<file path="src/rtl/spi_burst_sequencer_if.sv">
// Host-side command/TX/RX handshakes and the single-word SPI master handshake
// seen by spi_burst_sequencer. The sequencer uses the slave modport.
interface spi_burst_sequencer_if #(
  parameter int DATA_WIDTH = 8,
  parameter int LEN_W      = 5
);
  logic                  cmd_valid;
  logic                  cmd_ready;
  logic [LEN_W-1:0]      cmd_len;
  logic                  tx_valid;
  logic                  tx_ready;
  logic [DATA_WIDTH-1:0] tx_data;
  logic                  rx_valid;
  logic                  rx_ready;
  logic [DATA_WIDTH-1:0] rx_data;
  logic                  busy;
  logic                  txn_done;
  logic                  txn_err;
  logic                  spi_start;
  logic [DATA_WIDTH-1:0] spi_mosi_data;
  logic [DATA_WIDTH-1:0] spi_miso_data;
  logic                  spi_done;

  modport slave (
    input  cmd_valid, cmd_len, tx_valid, tx_data, rx_ready, spi_miso_data, spi_done,
    output cmd_ready, tx_ready, rx_valid, rx_data, busy, txn_done, txn_err,
           spi_start, spi_mosi_data
  );

  modport master (
    output cmd_valid, cmd_len, tx_valid, tx_data, rx_ready, spi_miso_data, spi_done,
    input  cmd_ready, tx_ready, rx_valid, rx_data, busy, txn_done, txn_err,
           spi_start, spi_mosi_data
  );
endinterface

</file>
<file path="src/rtl/spi_burst_sequencer.sv">
// Splits a multi-word burst command into back-to-back single-word SPI master
// transfers, with TX and RX word FIFOs on the host side.
module spi_burst_sequencer #(
  parameter int DATA_WIDTH = 8,
  parameter int FIFO_DEPTH = 8,
  parameter int MAX_LEN    = 16,
  parameter int LEN_W      = $clog2(MAX_LEN + 1)
) (
  input  logic                clk,
  input  logic                rst,
  spi_burst_sequencer_if.slave bus
);
  localparam int AW = $clog2(FIFO_DEPTH);
  localparam int CW = AW + 1;

  typedef enum logic [1:0] {
    S_IDLE = 2'd0,
    S_WAIT = 2'd1,
    S_XFER = 2'd2,
    S_REL  = 2'd3
  } state_t;

  state_t                state_r, state_nxt_s;
  logic [LEN_W-1:0]      remaining_r, remaining_nxt_s;
  logic                  spi_start_r, spi_start_nxt_s;
  logic [DATA_WIDTH-1:0] mosi_r, mosi_nxt_s;
  logic                  txn_done_r, txn_done_nxt_s;
  logic                  txn_err_r, txn_err_nxt_s;

  logic [DATA_WIDTH-1:0] tx_mem_r [FIFO_DEPTH];
  logic [AW-1:0]         tx_wr_r, tx_rd_r;
  logic [CW-1:0]         tx_cnt_r;
  logic [DATA_WIDTH-1:0] rx_mem_r [FIFO_DEPTH];
  logic [AW-1:0]         rx_wr_r, rx_rd_r;
  logic [CW-1:0]         rx_cnt_r;

  logic tx_push_s, tx_pop_s, rx_push_s, rx_pop_s;

  assign tx_push_s = bus.tx_valid && (tx_cnt_r != CW'(FIFO_DEPTH));
  assign rx_pop_s  = bus.rx_ready && (rx_cnt_r != {CW{1'b0}});

  assign bus.cmd_ready     = (state_r == S_IDLE);
  assign bus.busy          = (state_r != S_IDLE);
  assign bus.tx_ready      = (tx_cnt_r != CW'(FIFO_DEPTH));
  assign bus.rx_valid      = (rx_cnt_r != {CW{1'b0}});
  assign bus.rx_data       = rx_mem_r[rx_rd_r];
  assign bus.spi_start     = spi_start_r;
  assign bus.spi_mosi_data = mosi_r;
  assign bus.txn_done      = txn_done_r;
  assign bus.txn_err       = txn_err_r;

  // Storage arrays; contents are don't-care while the matching count is zero.
  always_ff @(posedge clk) begin
    if (tx_push_s) begin
      tx_mem_r[tx_wr_r] <= bus.tx_data;
    end
    if (rx_push_s) begin
      rx_mem_r[rx_wr_r] <= bus.spi_miso_data;
    end
  end

  // TX FIFO pointers and occupancy.
  always_ff @(posedge clk or posedge rst) begin
    if (rst) begin
      tx_wr_r  <= {AW{1'b0}};
      tx_rd_r  <= {AW{1'b0}};
      tx_cnt_r <= {CW{1'b0}};
    end else begin
      if (tx_push_s) tx_wr_r <= tx_wr_r + AW'(1);
      if (tx_pop_s)  tx_rd_r <= tx_rd_r + AW'(1);
      case ({tx_push_s, tx_pop_s})
        2'b10:   tx_cnt_r <= tx_cnt_r + CW'(1);
        2'b01:   tx_cnt_r <= tx_cnt_r - CW'(1);
        default: tx_cnt_r <= tx_cnt_r;
      endcase
    end
  end

  // RX FIFO pointers and occupancy.
  always_ff @(posedge clk or posedge rst) begin
    if (rst) begin
      rx_wr_r  <= {AW{1'b0}};
      rx_rd_r  <= {AW{1'b0}};
      rx_cnt_r <= {CW{1'b0}};
    end else begin
      if (rx_push_s) rx_wr_r <= rx_wr_r + AW'(1);
      if (rx_pop_s)  rx_rd_r <= rx_rd_r + AW'(1);
      case ({rx_push_s, rx_pop_s})
        2'b10:   rx_cnt_r <= rx_cnt_r + CW'(1);
        2'b01:   rx_cnt_r <= rx_cnt_r - CW'(1);
        default: rx_cnt_r <= rx_cnt_r;
      endcase
    end
  end

  // FSM state and registered outputs.
  always_ff @(posedge clk or posedge rst) begin
    if (rst) begin
      state_r     <= S_IDLE;
      remaining_r <= {LEN_W{1'b0}};
      spi_start_r <= 1'b0;
      mosi_r      <= {DATA_WIDTH{1'b0}};
      txn_done_r  <= 1'b0;
      txn_err_r   <= 1'b0;
    end else begin
      state_r     <= state_nxt_s;
      remaining_r <= remaining_nxt_s;
      spi_start_r <= spi_start_nxt_s;
      mosi_r      <= mosi_nxt_s;
      txn_done_r  <= txn_done_nxt_s;
      txn_err_r   <= txn_err_nxt_s;
    end
  end

  // Next-state decode; a new start only follows done being seen low in S_REL.
  always_comb begin
    state_nxt_s     = state_r;
    remaining_nxt_s = remaining_r;
    spi_start_nxt_s = spi_start_r;
    mosi_nxt_s      = mosi_r;
    txn_done_nxt_s  = 1'b0;
    txn_err_nxt_s   = 1'b0;
    tx_pop_s        = 1'b0;
    rx_push_s       = 1'b0;
    case (state_r)
      S_IDLE: begin
        if (bus.cmd_valid) begin
          if (bus.cmd_len == {LEN_W{1'b0}}) begin
            txn_done_nxt_s = 1'b1;
          end else if (bus.cmd_len > LEN_W'(MAX_LEN)) begin
            txn_err_nxt_s = 1'b1;
          end else begin
            remaining_nxt_s = bus.cmd_len;
            state_nxt_s     = S_WAIT;
          end
        end else begin
          state_nxt_s = S_IDLE;
        end
      end
      S_WAIT: begin
        // Reserving RX space here is what lets S_XFER push unconditionally.
        if ((tx_cnt_r != {CW{1'b0}}) && (rx_cnt_r < CW'(FIFO_DEPTH))) begin
          tx_pop_s        = 1'b1;
          mosi_nxt_s      = tx_mem_r[tx_rd_r];
          spi_start_nxt_s = 1'b1;
          state_nxt_s     = S_XFER;
        end else begin
          state_nxt_s = S_WAIT;
        end
      end
      S_XFER: begin
        if (bus.spi_done) begin
          rx_push_s       = 1'b1;
          spi_start_nxt_s = 1'b0;
          remaining_nxt_s = remaining_r - LEN_W'(1);
          state_nxt_s     = S_REL;
        end else begin
          state_nxt_s = S_XFER;
        end
      end
      S_REL: begin
        if (!bus.spi_done) begin
          if (remaining_r == {LEN_W{1'b0}}) begin
            txn_done_nxt_s = 1'b1;
            state_nxt_s    = S_IDLE;
          end else begin
            state_nxt_s = S_WAIT;
          end
        end else begin
          state_nxt_s = S_REL;
        end
      end
      default: begin
        state_nxt_s = S_IDLE;
      end
    endcase
  end
endmodule
</file>
<file path="src/flat_wrapper.sv">
// flat-port wrapper written by rule: the top's interface ports become plain ports
module spi_burst_sequencer_flat 
#(
  parameter int DATA_WIDTH = 8,
  parameter int FIFO_DEPTH = 8,
  parameter int MAX_LEN    = 16,
  parameter int LEN_W      = $clog2(MAX_LEN + 1)
)
  (clk, rst, bus_cmd_valid, bus_cmd_len, bus_tx_valid, bus_tx_data, bus_rx_ready, bus_spi_miso_data, bus_spi_done, bus_cmd_ready, bus_tx_ready, bus_rx_valid, bus_rx_data, bus_busy, bus_txn_done, bus_txn_err, bus_spi_start, bus_spi_mosi_data);
  spi_burst_sequencer_if #(.DATA_WIDTH(DATA_WIDTH), .LEN_W(LEN_W)) bus_i ();
  input  logic clk;
  input  logic rst;
  input wire logic [$bits(bus_i.cmd_valid)-1:0] bus_cmd_valid;
  input wire logic [$bits(bus_i.cmd_len)-1:0] bus_cmd_len;
  input wire logic [$bits(bus_i.tx_valid)-1:0] bus_tx_valid;
  input wire logic [$bits(bus_i.tx_data)-1:0] bus_tx_data;
  input wire logic [$bits(bus_i.rx_ready)-1:0] bus_rx_ready;
  input wire logic [$bits(bus_i.spi_miso_data)-1:0] bus_spi_miso_data;
  input wire logic [$bits(bus_i.spi_done)-1:0] bus_spi_done;
  output wire logic [$bits(bus_i.cmd_ready)-1:0] bus_cmd_ready;
  output wire logic [$bits(bus_i.tx_ready)-1:0] bus_tx_ready;
  output wire logic [$bits(bus_i.rx_valid)-1:0] bus_rx_valid;
  output wire logic [$bits(bus_i.rx_data)-1:0] bus_rx_data;
  output wire logic [$bits(bus_i.busy)-1:0] bus_busy;
  output wire logic [$bits(bus_i.txn_done)-1:0] bus_txn_done;
  output wire logic [$bits(bus_i.txn_err)-1:0] bus_txn_err;
  output wire logic [$bits(bus_i.spi_start)-1:0] bus_spi_start;
  output wire logic [$bits(bus_i.spi_mosi_data)-1:0] bus_spi_mosi_data;
  assign bus_i.cmd_valid = bus_cmd_valid;
  assign bus_i.cmd_len = bus_cmd_len;
  assign bus_i.tx_valid = bus_tx_valid;
  assign bus_i.tx_data = bus_tx_data;
  assign bus_i.rx_ready = bus_rx_ready;
  assign bus_i.spi_miso_data = bus_spi_miso_data;
  assign bus_i.spi_done = bus_spi_done;
  assign bus_cmd_ready = bus_i.cmd_ready;
  assign bus_tx_ready = bus_i.tx_ready;
  assign bus_rx_valid = bus_i.rx_valid;
  assign bus_rx_data = bus_i.rx_data;
  assign bus_busy = bus_i.busy;
  assign bus_txn_done = bus_i.txn_done;
  assign bus_txn_err = bus_i.txn_err;
  assign bus_spi_start = bus_i.spi_start;
  assign bus_spi_mosi_data = bus_i.spi_mosi_data;
  spi_burst_sequencer #(.DATA_WIDTH(DATA_WIDTH), .FIFO_DEPTH(FIFO_DEPTH), .MAX_LEN(MAX_LEN), .LEN_W(LEN_W)) u_core (.clk(clk), .rst(rst), .bus(bus_i));
endmodule
</file>
<file path="config.mk">
export PLATFORM = sky130hd
export DESIGN_NAME = spi_burst_sequencer_flat
export DESIGN_NICKNAME = d
export VERILOG_FILES = /design/src/rtl/spi_burst_sequencer_if.sv /design/src/rtl/spi_burst_sequencer.sv /design/src/flat_wrapper.sv
export SDC_FILE = /design/constraint.sdc
export NUM_CORES = 1
export LEC_CHECK = 0
export ABC_AREA = 1
export BUFFER_PORTS_ARGS = -buffer_cell sky130_fd_sc_hd__buf_2
export CAP_MARGIN = 5
export CORE_AREA = 2 2 119 121
export DETAILED_ROUTE_END_ITERATION = 16
export DIE_AREA = 0 0 121 123
export PLACE_DENSITY = 0.8
export SLEW_MARGIN = 20
export SYNTH_ARGS = -nofsm -noshare
export SYNTH_HDL_FRONTEND = slang
export SYNTH_SLANG_ARGS = --single-unit
export TNS_END_PERCENT = 1
</file>
<file path="constraint.sdc">
create_clock -name clk -period 1.8 [get_ports clk]
set_clock_uncertainty 0.05 [all_clocks]
set_input_delay 0.45 -clock clk [delete_from_list [all_inputs] [get_ports clk]]
set_output_delay 0.45 -clock clk [all_outputs]
set_load 0.005 [all_outputs]
</file>
==> results of run 1 <==
[per-stage QoR]
step	instances	setup TNS [ns]	hold slack, ns	area (um^2)
floorplan	670	-1.69	0.415	7260
CTS	949	-2.92	0.0870	8640
detailed placement	917	-0.258	0.417	7970
global placement	917	0	0.415	7970
global route	949	-4.59	0.137	8670
finish	949	-2.76	0.0800	8670
[cell type report]
cell class / count / area (um^2) / share of cell area (%)
multi-input cells: 444 / 2230 / 25.7
well taps: 180 / 225 / 2.60
clock inverters: 14 / 208 / 2.40
inverters: 36 / 138 / 1.59
clock buffers: 18 / 429 / 4.95
repair buffers: 91 / 642 / 7.41
flip-flops and latches: 166 / 4800 / 55.3
[metal layers]
layer | vias to the layer above | wire length (um) | global-route usage, %
met3 | 38 | 760 | 5.26
met5 | - | 0 | 0
met4 | 0 | 429 | 10.4
li1 | 2463 | - | -
met2 | 164 | 7850 | 37.2
met1 | 2480 | 6210 | 26.6
[state kept, by name, indices dropped and copies added (netlist names), 4 cells and up]
name	count
u_core.bus.spi_mosi_data	8
u_core.remaining_r	5
u_core.rx_cnt_r	4
u_core.rx_mem_r	64
u_core.tx_cnt_r	4
u_core.tx_mem_r	64
[worst min-delay path by stage]
stage,depth (start not counted),slack [ns],to,startpoint
after global routing,3,0.14,u_core.rx_cnt_r[2],rst
final,3,0.08,u_core.bus.txn_err,rst
after detailed placement,2,0.42,u_core.bus.spi_mosi_data[5],u_core.bus.spi_mosi_data[5]
after floorplan,2,0.42,u_core.remaining_r[0],u_core.remaining_r[0]
after CTS,3,0.09,u_core.rx_cnt_r[2],rst
after global placement,2,0.42,u_core.bus.spi_mosi_data[5],u_core.bus.spi_mosi_data[5]
[synth_stat cells]
cell      number  area [um^2]
o211ai_1       8         60.1
nand3_1       37          185
dfrtp_1       38          951
inv_4          1         6.26
o21ai_1       34          170
ha_1          16          200
nand4_1        5         31.3
nor2_2         3         18.8
xnor2_1        3         26.3
a21oi_1        7         35.0
or2_1          2         12.5
o21ai_0       57          285
nand3b_1       2         15.0
inv_2          5         18.8
or2_0          1         6.26
clkbuf_2       1         5.00
nor2_4         1         11.3
inv_1         28          105
buf_2         14         70.1
o21bai_1       1         7.51
clkbuf_1       4         15.0
buf_4          2         15.0
nand3_2        1         10.0
or2_2          1         6.26
buf_6          3         33.8
nand2_2        2         12.5
nand4_4        1         21.3
xor2_1         8         70.1
clkinv_1       2         7.51
edfxtp_1     128         3840
nor2_1       132          495
nand2_1      122          458
[logic make-up (layout without fill, tap and decap cells)]
family                   count (synthesis)  count (layout)  synth area share (%)
AND/OR/NAND/NOR                        310             310                  17.8
XOR/XNOR                                11              11                  1.34
adder cells (fa/ha/maj)                 16              16                  2.78
buffers and inverters                   60             159                  3.84
AO/OA/AOI/OAI                          107             107                  7.74
flip-flops                             166             166                  66.5
[cells in the final DEF, fill, tap and decap left out, drive strengths merged, types with 6 or more instances in the layout]
master | synthesis | routed
a21oi | 7 | 7
buf | 19 | 91
clkbuf | 5 | 18
dfrtp | 38 | 38
edfxtp | 128 | 128
ha | 16 | 16
inv | 34 | 42
nand2 | 124 | 124
nand3 | 38 | 38
nand4 | 6 | 6
nor2 | 136 | 136
o211ai | 8 | 8
o21ai | 91 | 91
xor2 | 8 | 8
[timing repair]
action | 4_1_cts | 5_1_grt
resized for setup | 17 | 12
endpoints found under the setup margin | 40 | 72
pin swaps | 1 | 0
[power groups by stage]
stage / Clock, mW / Combinational (mW) / Sequential (mW)
global route: 4.09 / 5.83 / 5.28
floorplan: 0 / 3.36 / 5.19
global placement: 0 / 4.72 / 5.21
CTS: 3.94 / 5.10 / 5.20
finish: 3.88 / 5.16 / 5.21
detailed placement: 0 / 4.97 / 5.25
[worst max-delay path: stages (launching register included)]
cell and delay [ns]:
dfrtp_2 0.45, buf_6 0.16, nor2_1 0.10, nor2_1 0.05
o21ai_1 0.08, o21ai_1 0.08, nand2_1 0.06, nand2_1 0.09
buf_2 0.13
==> metrics.txt, run 1 <==
Inserted Clock Buffers=17; DR vias=5,145; Seq/Total Area, Yosys=between 60% and 70%; sequential share of power=approximately 37%; maximum clock insertion buffer count=2; H-Tree Depth=4; I/O pins=50; Pwr Total=14.3 mW; largest net degree at the start of global routing=39; Antenna Cells=0; Leakage Power=3.49 nW; reg2reg setup slack=-0.12 ns; Power Density=about 1600 mW/mm^2; final core occ=a little under two thirds; Final HPWL DP=between 10,000 and 15,000 um; setup violators final=13; CTS tree=built; Nets=roughly 800; NetSw=about 5 mW; CP startpoint=u_core.rx_rd_r[0]; r2r startpoint=u_core.state_r[1]; Setup crit end=bus_rx_data[0]; post-route setup slack=-0.327 ns; max_slew headroom=between 60% and 70%; DR WL/cell=between 15 and 20 um; Netlist Area Pre-Place=just over 0.007 mm^2; Detailed Route Iter0 Violations=about 410; post-synthesis cell type count=32; Clock Power Share=between 20% and 30%; Skew-Pair Late Insertion Delay=between 0.4 and 0.5 ns; post-place setup slack=-0.124 ns; Peak supply drop=about 900 uV; Starting Density=a little over half; # rows=43; Root Driver=clkbuf_16; Sw Share=approximately 36%; fmax=about 0.47 GHz; Total GRT Usage=between 20% and 30%; Fillers=1,012; Yosys Warn Count=0; critical-path maximum fanout=13; worst slew pin tran=slightly below 0.5 ns; RR Endpoint=u_core.tx_cnt_r[2]; WL final=around 15,000 um; Gate power share=36.2%; DRC Markers=0; Min-Delay Path Class=in2async; CP endpoint kind=output port; Die Wd=around 120 um; Final Critical Period=roughly 2.1 ns; first drt pass iteration count=5; Slew Limit Fails=0; Yosys reg bits=approximately 170; vias in the first global route=approximately 5,100; Required @ worst endpoint=around 1.3 ns; core area=0.0136 mm^2; Internal=between 9 and 10 mW; antenna violations before repair=0; outcome=finished with violations; die area=approximately 0.015 mm^2; CP Launch Type=flop; # port buffers=around 50; reg2reg path depth=12; via/cell ratio=~5.4; Max Cap Viol=0; GP Congestion=between 0.8 and 0.9; Antenna Violating Nets Remaining=0; Overflow after GRT=0; period utilisation layout=118%; syn avg cell area=10.8 um^2; syn_nets=713; die span in y=around 120 um; critical path class=reg2out; first-pass GRT wire length=24,800 um; layout cells sized above 1=22.1%; CTS Hold Bufs=0; postcts setup bufs=0; RSZ-0062 raised after global routing=yes; WP data arrival=1.63 ns; failing checks=negative setup slack; Final Hold Vio Count=0; Synth-to-Final Area Change=20.2%; CTS sink count=~170; Cells after Synth=670; Reg clk slew, reported paths=approximately 0.060 ns
(Power assumes the default switching activity.)
==> inputs of run 2 (changes only) <==
--- a/config.mk
+++ b/config.mk
@@ -9,6 +9,7 @@
 export BUFFER_PORTS_ARGS = -buffer_cell sky130_fd_sc_hd__buf_2
 export CAP_MARGIN = 5
 export CORE_AREA = 2 2 119 121
+export CTS_BUF_LIST = sky130_fd_sc_hd__clkbuf_4 sky130_fd_sc_hd__clkbuf_8 sky130_fd_sc_hd__clkbuf_16
 export DETAILED_ROUTE_END_ITERATION = 16
 export DIE_AREA = 0 0 121 123
 export PLACE_DENSITY = 0.8
==> run 2 against run 1 <==
  * Combinational power about the same
  * The run still ends with negative setup slack left
  * Worst setup slack better by 0.0028 ns
  * Total power rose by 0.10%
  * Sequential share of layout area is essentially flat
==> metrics.txt, run 2 (synthesis results as in run 1) <==
I/O pins=50; CTS Hold Bufs=0; vias in the first global route=~5,100; via/cell ratio=about 5.4; Final Instance Area=~0.0087 mm^2; WP data arrival=between 1.5 and 2 ns; dpl cell area=approximately 0.008 mm^2; Required @ worst endpoint=about 1.3 ns; Root Driver=clkbuf_16; most frequent cells in the layout=edfxtp_1 (128), nor2_1 (120), nand2_1 (119); RSZ-0062 raised after global routing=yes; DR vias=~5,000; Crit path depth=8; CP endpoint kind=output port; Final Hold Vio Count=0; Antenna Violating Nets Remaining=0; CP startpoint=u_core.rx_rd_r[0]; Total GRT Usage=between 20% and 30%; Detailed Route Iter0 Violations=roughly 450; # port buffers=approximately 50; Starting Density=between 50 and 60%; Overflow after GRT=0; first-pass GRT wire length=about 25,000 um; Peak supply drop=about 900 uV; die area=approximately 0.015 mm^2; Leakage Power=approximately 3.5 nW; Nets=between 700 and 800; largest net degree at the start of global routing=39; CP Launch Type=flop; H-Tree Depth=4; die span in y=between 100 and 150 um; WL final=between 15,000 and 20,000 um; DRC Markers=0; layout cells sized above 1=between 20% and 30%; Reg clk slew, reported paths=roughly 0.060 ns; core area=about 0.014 mm^2; Fillers=about 1,000; Slew Limit Fails=0; maximum clock insertion buffer count=2; critical path class=reg2out; reg2reg path depth=12; Inserted Clock Buffers=17; Min-Delay Path Class=in2async; worst slew pin tran=around 0.5 ns; RR Endpoint=u_core.tx_cnt_r[2]; most common cell after layout, fill and taps aside=edfxtp_1; critical path's slowest cell=dfrtp_2; CTS sink count=between 150 and 200; Non-Filler Instances=between 900 and 1,000; reg2reg setup slack=-0.11 ns; Synth-to-Final Area Change=20.3%; outcome=finished with violations; placed cells=between 900 and 1,000; antenna violations before repair=0; Crit path max-delay family=flip-flops; period utilisation layout=118%; Setup crit end=bus_rx_data[0]; critical-path maximum fanout=13; max incr delay on CP=0.45 ns; Die Wd=about 120 um; CTS tree=built; Power Density=roughly 1600 mW/mm^2; # rows=43; crit path cell chain=buf_6 -> nor2_1 -> nor2_1 -> o21ai_1 -> o21ai_1 -> nand2_1 -> nand2_1 -> buf_2; Max Cap Viol=0; fmax=between 0.4 and 0.5 GHz; Final Critical Period=2.12 ns; max_slew headroom=66.8%; failing checks=negative setup slack; r2r startpoint=u_core.state_r[1]; setup violators final=13; post-route setup slack=-0.324 ns; Final HPWL DP=10,200 um; worst path bufs/invs=2; DR WL/cell=around 16 um; Skew-Pair Late Insertion Delay=between 0.4 and 0.5 ns; GP Congestion=~0.84; first drt pass iteration count=5; Antenna Cells=0
==> run 2: what timing repair did <==
action                     CTS  global route
gates resized for setup     17            12
pin swaps                    1             0
setup endpoints to repair   40            72
buffers inserted             0             0
==> run 2: per-layer routing <==
layer	wire [um]	track usage [%]	share of wire, %	vias to the layer above
li1	-	-	-	2466
met1	6240	26.6	41	2465
met2	7840	37.3	51	162
met3	744	5.17	4.9	38
met4	416	10.2	2.7	0
met5	0	0	0	-
==> run 2: final cells by class <==
cell class                      count  area (um^2)  share of cell area, %
Tap cell                          180          225                   2.60
Inverter                           36          138                   1.59
Timing Repair Buffer               91          642                   7.40
Clock inverter                     14          208                   2.40
Multi-Input combinational cell    444         2230                   25.7
Clock buffer                       18          433                   4.99
Sequential cell                   166         4800                   55.3
==> run 2: stage by stage <==
| step | worst slack [ns] | util, % | hold slack, ns | power [mW] | TNS, ns |
|---|---|---|---|---|---|
| 2_1_floorplan | -0.104 | - | 0.415 | 8.55 | -1.69 |
| 3_3_place_gp | 0.0380 | 58.5 | 0.415 | 9.93 | 0 |
| 3_5_place_dp | -0.124 | 58.5 | 0.417 | 10.2 | -0.258 |
| 4_1_cts | -0.344 | 63.5 | 0.0870 | 14.3 | -2.92 |
| 5_1_grt | -0.462 | 63.7 | 0.137 | 15.2 | -4.59 |
| 6_report | -0.324 | 63.7 | 0.0809 | 14.3 | -2.75 |
==> run 2: worst min-delay path by stage <==
stage,end
after floorplan,u_core.remaining_r[0]
after global placement,u_core.bus.spi_mosi_data[5]
after detailed placement,u_core.bus.spi_mosi_data[5]
after CTS,u_core.rx_cnt_r[2]
after global routing,u_core.rx_cnt_r[2]
final,u_core.bus.txn_err
==> run 2: where the power goes <==
group | total [mW] | internal (mW) | switching, mW | leakage, nW
Combinational | 5.15 | 2.00 | 3.15 | 1.56
Sequential | 5.21 | 4.80 | 0.414 | 1.62
Clock | 3.90 | 2.38 | 1.52 | 0.314
Total | 14.3 | 9.18 | 5.09 | 3.49
==> run 2: worst register-to-register path, stage by stage (launching register included) <==
cell and delay [ns]:
dfrtp_1 0.43, inv_2 0.09, ha_2 0.18, inv_2 0.05, nor2_4 0.10, ha_4 0.16, nand2_1 0.08, inv_2 0.08
nor2_4 0.04, ha_2 0.17, a21oi_2 0.11, xor2_1 0.17, o21ai_1 0.08
==> inputs of run 3 (changes only) <==
--- a/config.mk
+++ b/config.mk
@@ -8,10 +8,12 @@
 export ABC_AREA = 1
 export BUFFER_PORTS_ARGS = -buffer_cell sky130_fd_sc_hd__buf_2
 export CAP_MARGIN = 5
-export CORE_AREA = 2 2 119 121
+export CELL_PAD_IN_SITES_DETAIL_PLACEMENT = 0
+export CELL_PAD_IN_SITES_GLOBAL_PLACEMENT = 1
+export CORE_AREA = 2 2 133 135
 export CTS_BUF_LIST = sky130_fd_sc_hd__clkbuf_4 sky130_fd_sc_hd__clkbuf_8 sky130_fd_sc_hd__clkbuf_16
 export DETAILED_ROUTE_END_ITERATION = 16
-export DIE_AREA = 0 0 121 123
+export DIE_AREA = 0 0 135 137
 export PLACE_DENSITY = 0.8
 export SLEW_MARGIN = 20
 export SYNTH_ARGS = -nofsm -noshare
==> run 3 against run 2 <==
  * The flow finishes with violations (negative hold slack, negative setup slack)
  * Critical path depth is the same
  * Core utilization fell by 12 points
  * Clock-buffer cell count unchanged
  * Cell count increased by 4.8%
  * First-iteration DRC count is 21% lower
  * Largest cell class unchanged
  * Total power shrank 1.5%
  * Worst setup slack improved by 0.011 ns
  * Worst hold slack got worse by 0.088 ns
  * Highest routed layer unchanged
==> metrics.txt, run 3 (synthesis results as in run 1) <==
Slew Limit Fails=0; dpl cell area=about 0.0081 mm^2; core area=roughly 0.017 mm^2; Die Wd=about 140 um; Final Instance Area=around 0.0088 mm^2; I/O pins=50; Antenna Cells=0; critical-path maximum fanout=22; largest net degree at the start of global routing=33; Final Critical Period=2.11 ns; GP Congestion=just over 0.8; Final Hold Vio Count=16; critical path class=reg2out; Root Driver=clkbuf_16; worst slew pin tran=approximately 0.69 ns; CTS sink count=~170; via/cell ratio=between 5 and 6; Leakage Power=between 3 and 4 nW; Overflow after GRT=0; failing checks=negative hold slack, negative setup slack; WL final=around 15,000 um; period utilisation layout=117%; CP endpoint kind=output port; Synth-to-Final Area Change=21.4%; CP Launch Type=flop; vias in the first global route=between 4,000 and 5,000; Nets=800; first drt pass iteration count=4; Starting Density=a little over two fifths; final core occ=51.3%; die span in y=between 100 and 150 um; CTS tree=built; Skew-Pair Late Insertion Delay=between 0.4 and 0.5 ns; Min-Delay Path Class=in2async; antenna violations before repair=0; Antenna Violating Nets Remaining=0; Total GRT Usage=17.0%; critical path's slowest cell=dfrtp_2; fmax=between 0.4 and 0.5 GHz; Power Density=between 1500 and 2000 mW/mm^2; outcome=finished with violations; WP data arrival=~1.6 ns; Detailed Route Iter0 Violations=360; max_slew headroom=53.5%; layout cells sized above 1=21.8%; most frequent cells in the layout=edfxtp_1 (128), nor2_1 (121), nand2_1 (120); DRC Markers=0; # port buffers=49; Final HPWL DP=10,100 um; register area=roughly 0.0048 mm^2; post-route setup slack=-0.313 ns; crit path cell chain=buf_12 -> nor2_2 -> nor2_1 -> o21ai_1 -> o21ai_1 -> nand2_1 -> nand2_1 -> buf_2; setup violators final=12; DR WL/cell=roughly 15 um; area occupied by multi-input gates=around 0.0022 mm^2; Reg clk slew, reported paths=roughly 0.06 ns; # rows=48; most common cell after layout, fill and taps aside=edfxtp_1; die area=0.0185 mm^2; worst hold slack=-0.00665 ns; Peak supply drop=~970 uV; first-pass GRT wire length=between 20,000 and 25,000 um; DR vias=between 5,000 and 6,000; maximum clock insertion buffer count=2; max incr delay on CP=approximately 0.45 ns; RSZ-0062 raised after global routing=yes; Required @ worst endpoint=between 1 and 1.5 ns; Fillers=1,499; Inserted Clock Buffers=17; H-Tree Depth=4; Max Cap Viol=0
## run 3: cell types whose count changed in the layout (fill, tap and decap cells not counted), moves of 2 or more
| cell | previous run | this run |
|---|---|---|
| inv_2 | 12 | 9 |
| buf_2 | 49 | 47 |
| inv_8 | 2 | 4 |
| buf_12 | 5 | 7 |
| nand2_4 | 0 | 2 |
| buf_6 | 3 | 6 |
| bufinv_16 | 4 | 2 |
| inv_1 | 21 | 23 |
| nand2_2 | 5 | 2 |
## run 3: final cells by class
class	count	share of cell area, %
well taps	225	3.22
repair buffers	92	7.80
flip-flops and latches	166	54.8
clock inverters	14	2.03
multi-input cells	444	25.6
inverters	36	1.57
clock buffers	18	4.95
## run 3: worst max-delay path, delay by kind of cell (launching register included)
| kind | cells | cell delay (ns) |
|---|---|---|
| compound gates | 2 | 0.15 |
| buf+inv | 2 | 0.29 |
| simple gates | 4 | 0.29 |
| flops | 1 | 0.45 |
## run 3: path summary, 6_finish.rpt
path	startpoint	endpoint	slack (ns)	depth (start not counted)
worst min-delay path	rst	u_core.bus.txn_err	-0.007	2
min in group clk	bus_spi_miso_data[5]	u_core.rx_mem_r[6][5]	0.24	1
worst max register to register	u_core.state_r[1]	u_core.tx_cnt_r[2]	-0.07	12
max in group asynchronous	rst	u_core.rx_rd_r[1]	1.16	3
worst max-delay path	u_core.rx_rd_r[0]	bus_rx_data[6]	-0.31	8
worst min register to register	u_core.bus.spi_mosi_data[7]	u_core.bus.spi_mosi_data[7]	0.43	2
## run 3: power breakdown
part	switching, mW	total, mW	internal [mW]
combinational	3.09	5.15	2.06
sequential	0.418	5.22	4.80
clock	1.56	3.69	2.13
## run 3: per-layer routing
| metal | GRT usage [%] | vias to the layer above | share of wire, % |
|---|---|---|---|
| met4 | 5.96 | 0 | 2.0 |
| met2 | 29.0 | 116 | 49 |
| met1 | 21.4 | 2401 | 44 |
| met3 | 4.04 | 25 | 4.4 |
| li1 | - | 2461 | - |
| met5 | 0 | - | 0 |
## run 3: per-stage QoR
| step | instances | worst slack, ns | TNS [ns] | total power [mW] | hold slack (ns) |
|---|---|---|---|---|---|
| 6_report | 995 | -0.313 | -2.53 | 14.1 | -0.00665 |
| 5_1_grt | 995 | -0.452 | -4.24 | 15.1 | 0.0375 |
| 4_1_cts | 995 | -0.320 | -2.75 | 14.1 | 0.00595 |
| 3_5_place_dp | 963 | -0.0972 | -0.167 | 10.3 | 0.411 |
| 3_3_place_gp | 963 | 0.0186 | 0 | 10.1 | 0.415 |
| 2_1_floorplan | 670 | -0.104 | -1.69 | 8.55 | 0.415 |
## run 3: timing repair
item / in CTS / in global routing
setup endpoints to repair: 14 / 71
resized for setup: 14 / 15
pin swaps: 3 / 3
buffers inserted: 0 / 0
hold buffers: 0 / 0
